`config.mk`:
```
export PLATFORM = sky130hd
export DESIGN_NAME = line_clear_flat
export DESIGN_NICKNAME = d
export VERILOG_FILES = /design/src/rtl/tetris_pkg.sv /design/src/rtl/line_clear_if.sv /design/src/rtl/row_full.sv /design/src/rtl/line_clear.sv /design/src/flat_wrapper.sv
export SDC_FILE = /design/constraint.sdc
export NUM_CORES = 2
export LEC_CHECK = 0
export CAP_MARGIN = 5
export CORE_AREA = 2 2 532 534
export CTS_CLUSTER_DIAMETER = 50
export DETAILED_ROUTE_END_ITERATION = 10
export DIE_AREA = 0 0 534 536
export PLACE_DENSITY = 0.37
export SKIP_CTS_REPAIR_TIMING = 1
export SYNTH_ARGS = -nofsm -noshare
export SYNTH_HDL_FRONTEND = slang
export SYNTH_SLANG_ARGS = --single-unit
```
`constraint.sdc`:
```
create_clock -name i_clk -period 5.4 [get_ports i_clk]
set_clock_uncertainty 0.15 [all_clocks]
set_input_delay 1.08 -clock i_clk [delete_from_list [all_inputs] [get_ports i_clk]]
set_output_delay 1.08 -clock i_clk [all_outputs]
set_load 0.05 [all_outputs]
```
`src/rtl/tetris_pkg.sv`:
```
// Shared playfield geometry, grid types and line-clear FSM encoding.
// Everything downstream of lock imports this package.
package tetris_pkg;

    localparam int unsigned ROWS  = 22;
    localparam int unsigned COLS  = 10;
    localparam int unsigned CW    = 3;

    // Row pointers need one extra (sign) bit so they can reach -1.
    localparam int unsigned PTR_W = $clog2(ROWS) + 1;
    localparam int unsigned CNT_W = 5;
    localparam int unsigned TOT_W = 16;

    typedef logic [CW-1:0]     cell_t;
    typedef cell_t [COLS-1:0]  row_t;
    typedef row_t  [ROWS-1:0]  grid_t;

    typedef enum logic [1:0] {
        IDLE,
        SCAN,
        FILL,
        DONE
    } lc_state_t;

    // Running total plus one pass's count, clamped at all-ones.
    function automatic logic [TOT_W-1:0] sat_add(input logic [TOT_W-1:0] a,
                                                 input logic [CNT_W-1:0] b);
        logic [TOT_W:0] sum;
        sum = {1'b0, a} + {{(TOT_W + 1 - CNT_W){1'b0}}, b};
        return sum[TOT_W] ? {TOT_W{1'b1}} : sum[TOT_W-1:0];
    endfunction

endpackage

```
`src/rtl/line_clear_if.sv`:
```
// Request/result bundle between the game controller and the line-clear stage.
// The controller side is master; line_clear is slave.
interface line_clear_if;
    import tetris_pkg::*;

    logic               start;
    grid_t              grid_in;
    logic               busy;
    logic               done;
    grid_t              grid_out;
    logic [CNT_W-1:0]   lines_cleared;
    logic [TOT_W-1:0]   total_lines;

    modport master (
        output start,
        output grid_in,
        input  busy,
        input  done,
        input  grid_out,
        input  lines_cleared,
        input  total_lines
    );

    modport slave (
        input  start,
        input  grid_in,
        output busy,
        output done,
        output grid_out,
        output lines_cleared,
        output total_lines
    );

endinterface

```
`src/rtl/row_full.sv`:
```
// Combinational full-row detect: a row is full when every cell is non-empty.
module row_full
    import tetris_pkg::*;
(
    input  row_t i_row,
    output logic o_full
);

    logic [COLS-1:0] w_cell_nz;

    always_comb begin
        w_cell_nz = '0;
        for (int c = 0; c < COLS; c++) begin
            w_cell_nz[c] = |i_row[c];
        end
    end

    assign o_full = &w_cell_nz;

endmodule

```
`src/rtl/line_clear.sv`:
```
// Removes full rows from a locked playfield, compacts the rest downward and
// zero-fills the top; fixed latency of ROWS+1 cycles from start to done.
module line_clear
    import tetris_pkg::*;
(
    input  logic         i_clk,
    input  logic         i_rst_n,
    line_clear_if.slave  bus
);

    lc_state_t                 r_state;
    lc_state_t                 w_state_nxt;

    grid_t                     r_work;
    grid_t                     w_filled;
    logic signed [PTR_W-1:0]   r_rd;
    logic signed [PTR_W-1:0]   r_wr;
    logic [CNT_W-1:0]          r_cnt;

    logic                      r_busy;
    logic                      r_done;
    grid_t                     r_grid_out;
    logic [CNT_W-1:0]          r_lines;
    logic [TOT_W-1:0]          r_total;

    logic [PTR_W-2:0]          w_rd_idx;
    logic [PTR_W-2:0]          w_wr_idx;
    row_t                      w_rd_row;
    logic                      w_row_full;

    // Both pointers are non-negative whenever they are used as indices in SCAN.
    assign w_rd_idx = r_rd[PTR_W-2:0];
    assign w_wr_idx = r_wr[PTR_W-2:0];
    assign w_rd_row = r_work[w_rd_idx];

    row_full u_row_full (
        .i_row  (w_rd_row),
        .o_full (w_row_full)
    );

    // Next-state logic.
    always_comb begin
        w_state_nxt = r_state;
        case (r_state)
            IDLE:    if (bus.start) w_state_nxt = SCAN;
            SCAN:    if (r_rd == '0) w_state_nxt = FILL;
            FILL:    w_state_nxt = DONE;
            DONE:    w_state_nxt = IDLE;
            default: w_state_nxt = IDLE;
        endcase
    end

    // Rows 0..wr were never written by compaction; wr = -1 zeroes nothing.
    always_comb begin
        w_filled = r_work;
        for (int r = 0; r < ROWS; r++) begin
            if (r <= int'(r_wr)) begin
                w_filled[r] = '0;
            end
        end
    end

    always_ff @(posedge i_clk or negedge i_rst_n) begin
        if (!i_rst_n) begin
            r_state <= IDLE;
        end else begin
            r_state <= w_state_nxt;
        end
    end

    always_ff @(posedge i_clk or negedge i_rst_n) begin
        if (!i_rst_n) begin
            r_work     <= '0;
            r_rd       <= '0;
            r_wr       <= '0;
            r_cnt      <= '0;
            r_busy     <= 1'b0;
            r_done     <= 1'b0;
            r_grid_out <= '0;
            r_lines    <= '0;
            r_total    <= '0;
        end else begin
            case (r_state)
                IDLE: begin
                    if (bus.start) begin
                        r_work <= bus.grid_in;
                        r_rd   <= PTR_W'(ROWS - 1);
                        r_wr   <= PTR_W'(ROWS - 1);
                        r_cnt  <= '0;
                        r_busy <= 1'b1;
                    end
                end
                SCAN: begin
                    // wr >= rd always, so copying down in place never clobbers unread rows.
                    if (w_row_full) begin
                        r_cnt <= r_cnt + 1'b1;
                    end else begin
                        r_work[w_wr_idx] <= w_rd_row;
                        r_wr             <= r_wr - PTR_W'(1);
                    end
                    r_rd <= r_rd - PTR_W'(1);
                end
                FILL: begin
                    r_work     <= w_filled;
                    r_grid_out <= w_filled;
                    r_lines    <= r_cnt;
                    r_total    <= sat_add(r_total, r_cnt);
                    r_done     <= 1'b1;
                end
                DONE: begin
                    r_done <= 1'b0;
                    r_busy <= 1'b0;
                end
                default: begin
                    r_done <= 1'b0;
                    r_busy <= 1'b0;
                end
            endcase
        end
    end

    assign bus.busy          = r_busy;
    assign bus.done          = r_done;
    assign bus.grid_out      = r_grid_out;
    assign bus.lines_cleared = r_lines;
    assign bus.total_lines   = r_total;

    a_done_in_busy : assert property (@(posedge i_clk) disable iff (!i_rst_n)
        r_done |-> r_busy);

    a_wr_ge_rd : assert property (@(posedge i_clk) disable iff (!i_rst_n)
        (r_state == SCAN) |-> (r_wr >= r_rd));

    a_busy_tracks_state : assert property (@(posedge i_clk) disable iff (!i_rst_n)
        r_busy == (r_state != IDLE));

endmodule

```
`src/flat_wrapper.sv`:
```
// flat-port wrapper written by rule: the top's interface ports become plain ports
module line_clear_flat import tetris_pkg::*;
  (i_clk, i_rst_n, bus_start, bus_grid_in, bus_busy, bus_done, bus_grid_out, bus_lines_cleared, bus_total_lines);
  line_clear_if bus_i ();
  input  logic i_clk;
  input  logic i_rst_n;
  input wire logic [$bits(bus_i.start)-1:0] bus_start;
  input wire logic [$bits(bus_i.grid_in)-1:0] bus_grid_in;
  output wire logic [$bits(bus_i.busy)-1:0] bus_busy;
  output wire logic [$bits(bus_i.done)-1:0] bus_done;
  output wire logic [$bits(bus_i.grid_out)-1:0] bus_grid_out;
  output wire logic [$bits(bus_i.lines_cleared)-1:0] bus_lines_cleared;
  output wire logic [$bits(bus_i.total_lines)-1:0] bus_total_lines;
  assign bus_i.start = bus_start;
  assign bus_i.grid_in = bus_grid_in;
  assign bus_busy = bus_i.busy;
  assign bus_done = bus_i.done;
  assign bus_grid_out = bus_i.grid_out;
  assign bus_lines_cleared = bus_i.lines_cleared;
  assign bus_total_lines = bus_i.total_lines;
  line_clear u_core (.i_clk(i_clk), .i_rst_n(i_rst_n), .bus(bus_i));
endmodule
```
==> impl_results.md <==
* Wire length per cell at 38.3 um
* Flops & latches, synth at 1362
* GR Overflow Total at 0
* Die X at 534 um
* Core area at 281000 um2
* CP max stage cell: nor2b_1
* Post-Layout Cell Count at 11448
* Critical path class: reg -> reg
* Vias/cell at approximately 5.1
* CTS Buf Count at 236
* DRT iter0 DRCs at about 6000
* Rel. slew slack at 13.3%
* Synth Area in XOR/XNOR at 0.113%
* CP max stage delay at 1.01 ns
* Starting Density at 22.0%
* Vias in the first global route at approximately 58000
* Endpoint class of the critical path: flip-flop
* Worst-path clk slew at 0.05 ns
* Via count at 58291
* Final count of hold timing violations at 0
* Sequential share of the synthesized area at 55.1%
* Synth Area in Compound Gates at about a fifth
* Max-cap violation count at 0
* Hold Slack at 0.0354 ns
* Final ANT Viol Nets at 0
* Routed WL at about 440000 um
* Synthesis warning total at 0
* Layout cells sized above 1 at between 10% and 20%
* Largest family of logic cells by synthesized area: compound AO/OA/AOI/OAI gates
* Placed Area at ~80000 um2
* Initial antenna violation count at roughly 210
* Post-route clock period utilization at 99.8%
* Area delta synth->final at 44.0%
* Die area at between 200000 and 300000 um2
* Tot GR Track Use at 29.7%
* Most common cell on crit path: buf_4
* Final RePlAce weighted congestion at 0.919
* HP Class: in -> async
* TritonCTS Sinks at 1362
* Worst-path cell chain: buf_12, buf_4, nor2b_1, a21oi_1, a311oi_4, nand3_1, nand4_1, nor4_2, or2_1, buf_4, a221o_2, a221o_1
* Final-report setup violation count at 0
* Status: finished, final reports clean
* Final Util at 31.7%
* Nets at 8116
* RSZ-0062 raised after global routing: true
* Mean Syn Cell Area at slightly above 10 um2
* Post-route cell area at 89000 um2
* Pin count of the biggest net entering global routing at 204
* Main synth FF type: dfrtp_1
* Io pins at 1346
* Final Total Pwr at around 66 mW
* First-pass GRT wire length at ~570000 um
* Maximum buffer depth of the clock tree at 4
* Std-Cell Rows at 195
* 1st-pass router iterations at 6
* Synthesized area at 61800 um2
* Detailed placement HPWL at 324000 um
* Required time of the worst setup path at 6.03 ns
* FFs w/ async S/R, synth at 100%
* Syn Nets at about 6800
* Reg2Reg Setup Slack at between 0.008 and 0.009 ns
* Power Density at roughly 750 nW/um2
* Simple-Gate Fraction of Synth Area at 11.0%
* Final setup margin at 0.00855 ns
* Slew Limit Fails at 0
* Htree depth at 4
* PortBufs at between 1000 and 1500
* Crit path DAT at approximately 6 ns
* Max Fanout on Critical Path at 29
* CTS tree: built
* Peak VDD IR at 0.637 mV
* Chip Height at 536 um
* Mux contribution to synthesized area at 6.61%
* Root buf cell: clkbuf_16
* Netlist cell types at 79
* LEAKAGE at 36.4 nW
* Clock latency on the worst-skew pair at 0.93 ns
* DP Worst Slack at just under 0.009 ns
* Fill count at 28924
* Slew @ Worst Pin at 1.30 ns
* Post-synth EDFFs at 0
* Final TNS setup at 0 ns
* Final Critical Period at 5.39 ns
* CP Launch Type: flip-flop
* Mapped Cells at 6112
* Fmax at 0.185 GHz
* Drc violations at 0
* Synth Area in Adders at 0.356%
* Inst Count DP at 10941
cell type report:
class	instances	area, um2	share of cell area (%)
tap	3743	4680	5.26
clock inverter	157	2080	2.33
inverter	705	2650	2.97
multi-input combinational	3535	23100	25.9
clock buffer	280	6300	7.08
antenna	70	175	0.197
sequential	1362	34100	38.3
timing repair buffer	1596	16000	17.9
metal layers:
metal	vias to the layer above	routed length [um]	track usage, %
met2	3157	203000	47.7
met1	30142	177000	37.3
li1	24041	-	-
met5	-	802	0
met4	124	19900	12.9
met3	827	37500	8.19
power breakdown:
group / leakage, nW / total [mW] / switching [mW] / internal, mW
Sequential: 18.2 / 17.9 / 4.29 / 13.6
Combinational: 14.2 / 32.4 / 22.4 / 10.0
Clock: 4.01 / 16.2 / 6.11 / 10.0
cell families after synthesis:
| group | count (synthesis) |
|---|---|
| compound gates | 1555 |
| xor+xnor | 8 |
| fa+ha+maj | 17 |
| buf+inv | 1215 |
| flops | 1362 |
| mux | 265 |
| simple gates | 1690 |
synth_stat cells (3+ instances only):
cell type	n	area, um2
mux2i_1	137	1370
a221o_1	645	6460
buf_4	13	97.6
buf_2	88	440
nand4_1	15	93.8
a21o_1	5	37.5
o22ai_1	80	500
mux4_2	113	2540
nor4_1	3	18.8
a22oi_1	13	97.6
o21ai_0	653	3270
buf_12	3	60.1
buf_8	6	90.1
a221oi_1	7	61.3
o21a_1	16	120
a31oi_1	11	68.8
and2_1	30	188
ha_1	16	200
buf_6	27	304
o221ai_1	6	52.6
mux2_2	14	158
nor3_1	16	80.1
nand3_1	59	295
o211ai_1	8	60.1
nor2b_1	10	62.6
or3_1	3	18.8
nand2_1	805	3020
inv_1	702	2640
buf_1	26	97.6
a21oi_1	55	275
nor4_2	7	87.6
and3_1	13	81.3
nand2b_1	19	119
clkbuf_1	347	1300
nor2_1	691	2590
xor2_1	6	52.6
a211o_1	4	35.0
o21ai_1	4	20.0
dfrtp_1	1362	34100
a22o_1	26	228
worst paths after layout:
path | from | end | cells past startpoint
worst max-delay path | u_core.r_rd[0] | u_core.r_work[304] | 12
worst min-delay path | i_rst_n | u_core.bus.grid_out[656] | 1
worst max register to register | u_core.r_rd[0] | u_core.r_work[304] | 12
worst min register to register | u_core.bus.done | u_core.bus.done | 2
max in group asynchronous | i_rst_n | u_core.bus.grid_out[388] | 2
min in group i_clk | u_core.bus.done | u_core.bus.done | 2
layout by cell type (no fill, tap or decap), types with 15 or more instances in the layout:
master           instances
diode_2                 70
clkbuf_16              237
clkinv_2                30
o22ai_1                 80
clkdlybuf4s50_1       1344
nand3_1                 56
mux2i_1                137
nand4_1                 15
bufinv_16               34
mux4_2                 113
a22o_1                  26
clkinv_4                20
nor2_1                 685
clkinvlp_4              34
and2_1                  30
dfrtp_1               1359
buf_4                  203
clkbuf_8                21
a221o_1                635
inv_1                  702
nand2_1                803
clkbuf_1                22
buf_12                  48
o21ai_0                651
inv_6                   29
a21oi_1                 53
worst max-delay path, delay by kind of cell (launching register included):
| kind | cells | cell delay (ns) |
|---|---|---|
| DFF | 1 | 0.48 |
| buffers and inverters | 3 | 0.82 |
| and+or+nand+nor | 5 | 1.68 |
| AOI/OAI and AO/OA | 4 | 2.06 |
registers in the layout, summed over array words and instances, names as in the netlist, 2 cells and up:
name / flops
u_core.bus.grid_out: 660
u_core.bus.lines_cleared: 5
u_core.bus.total_lines: 16
u_core.r_cnt: 5
u_core.r_rd: 6
u_core.r_state: 2
u_core.r_work: 660
u_core.r_wr: 6
Power figures use the tool's default switching activity.
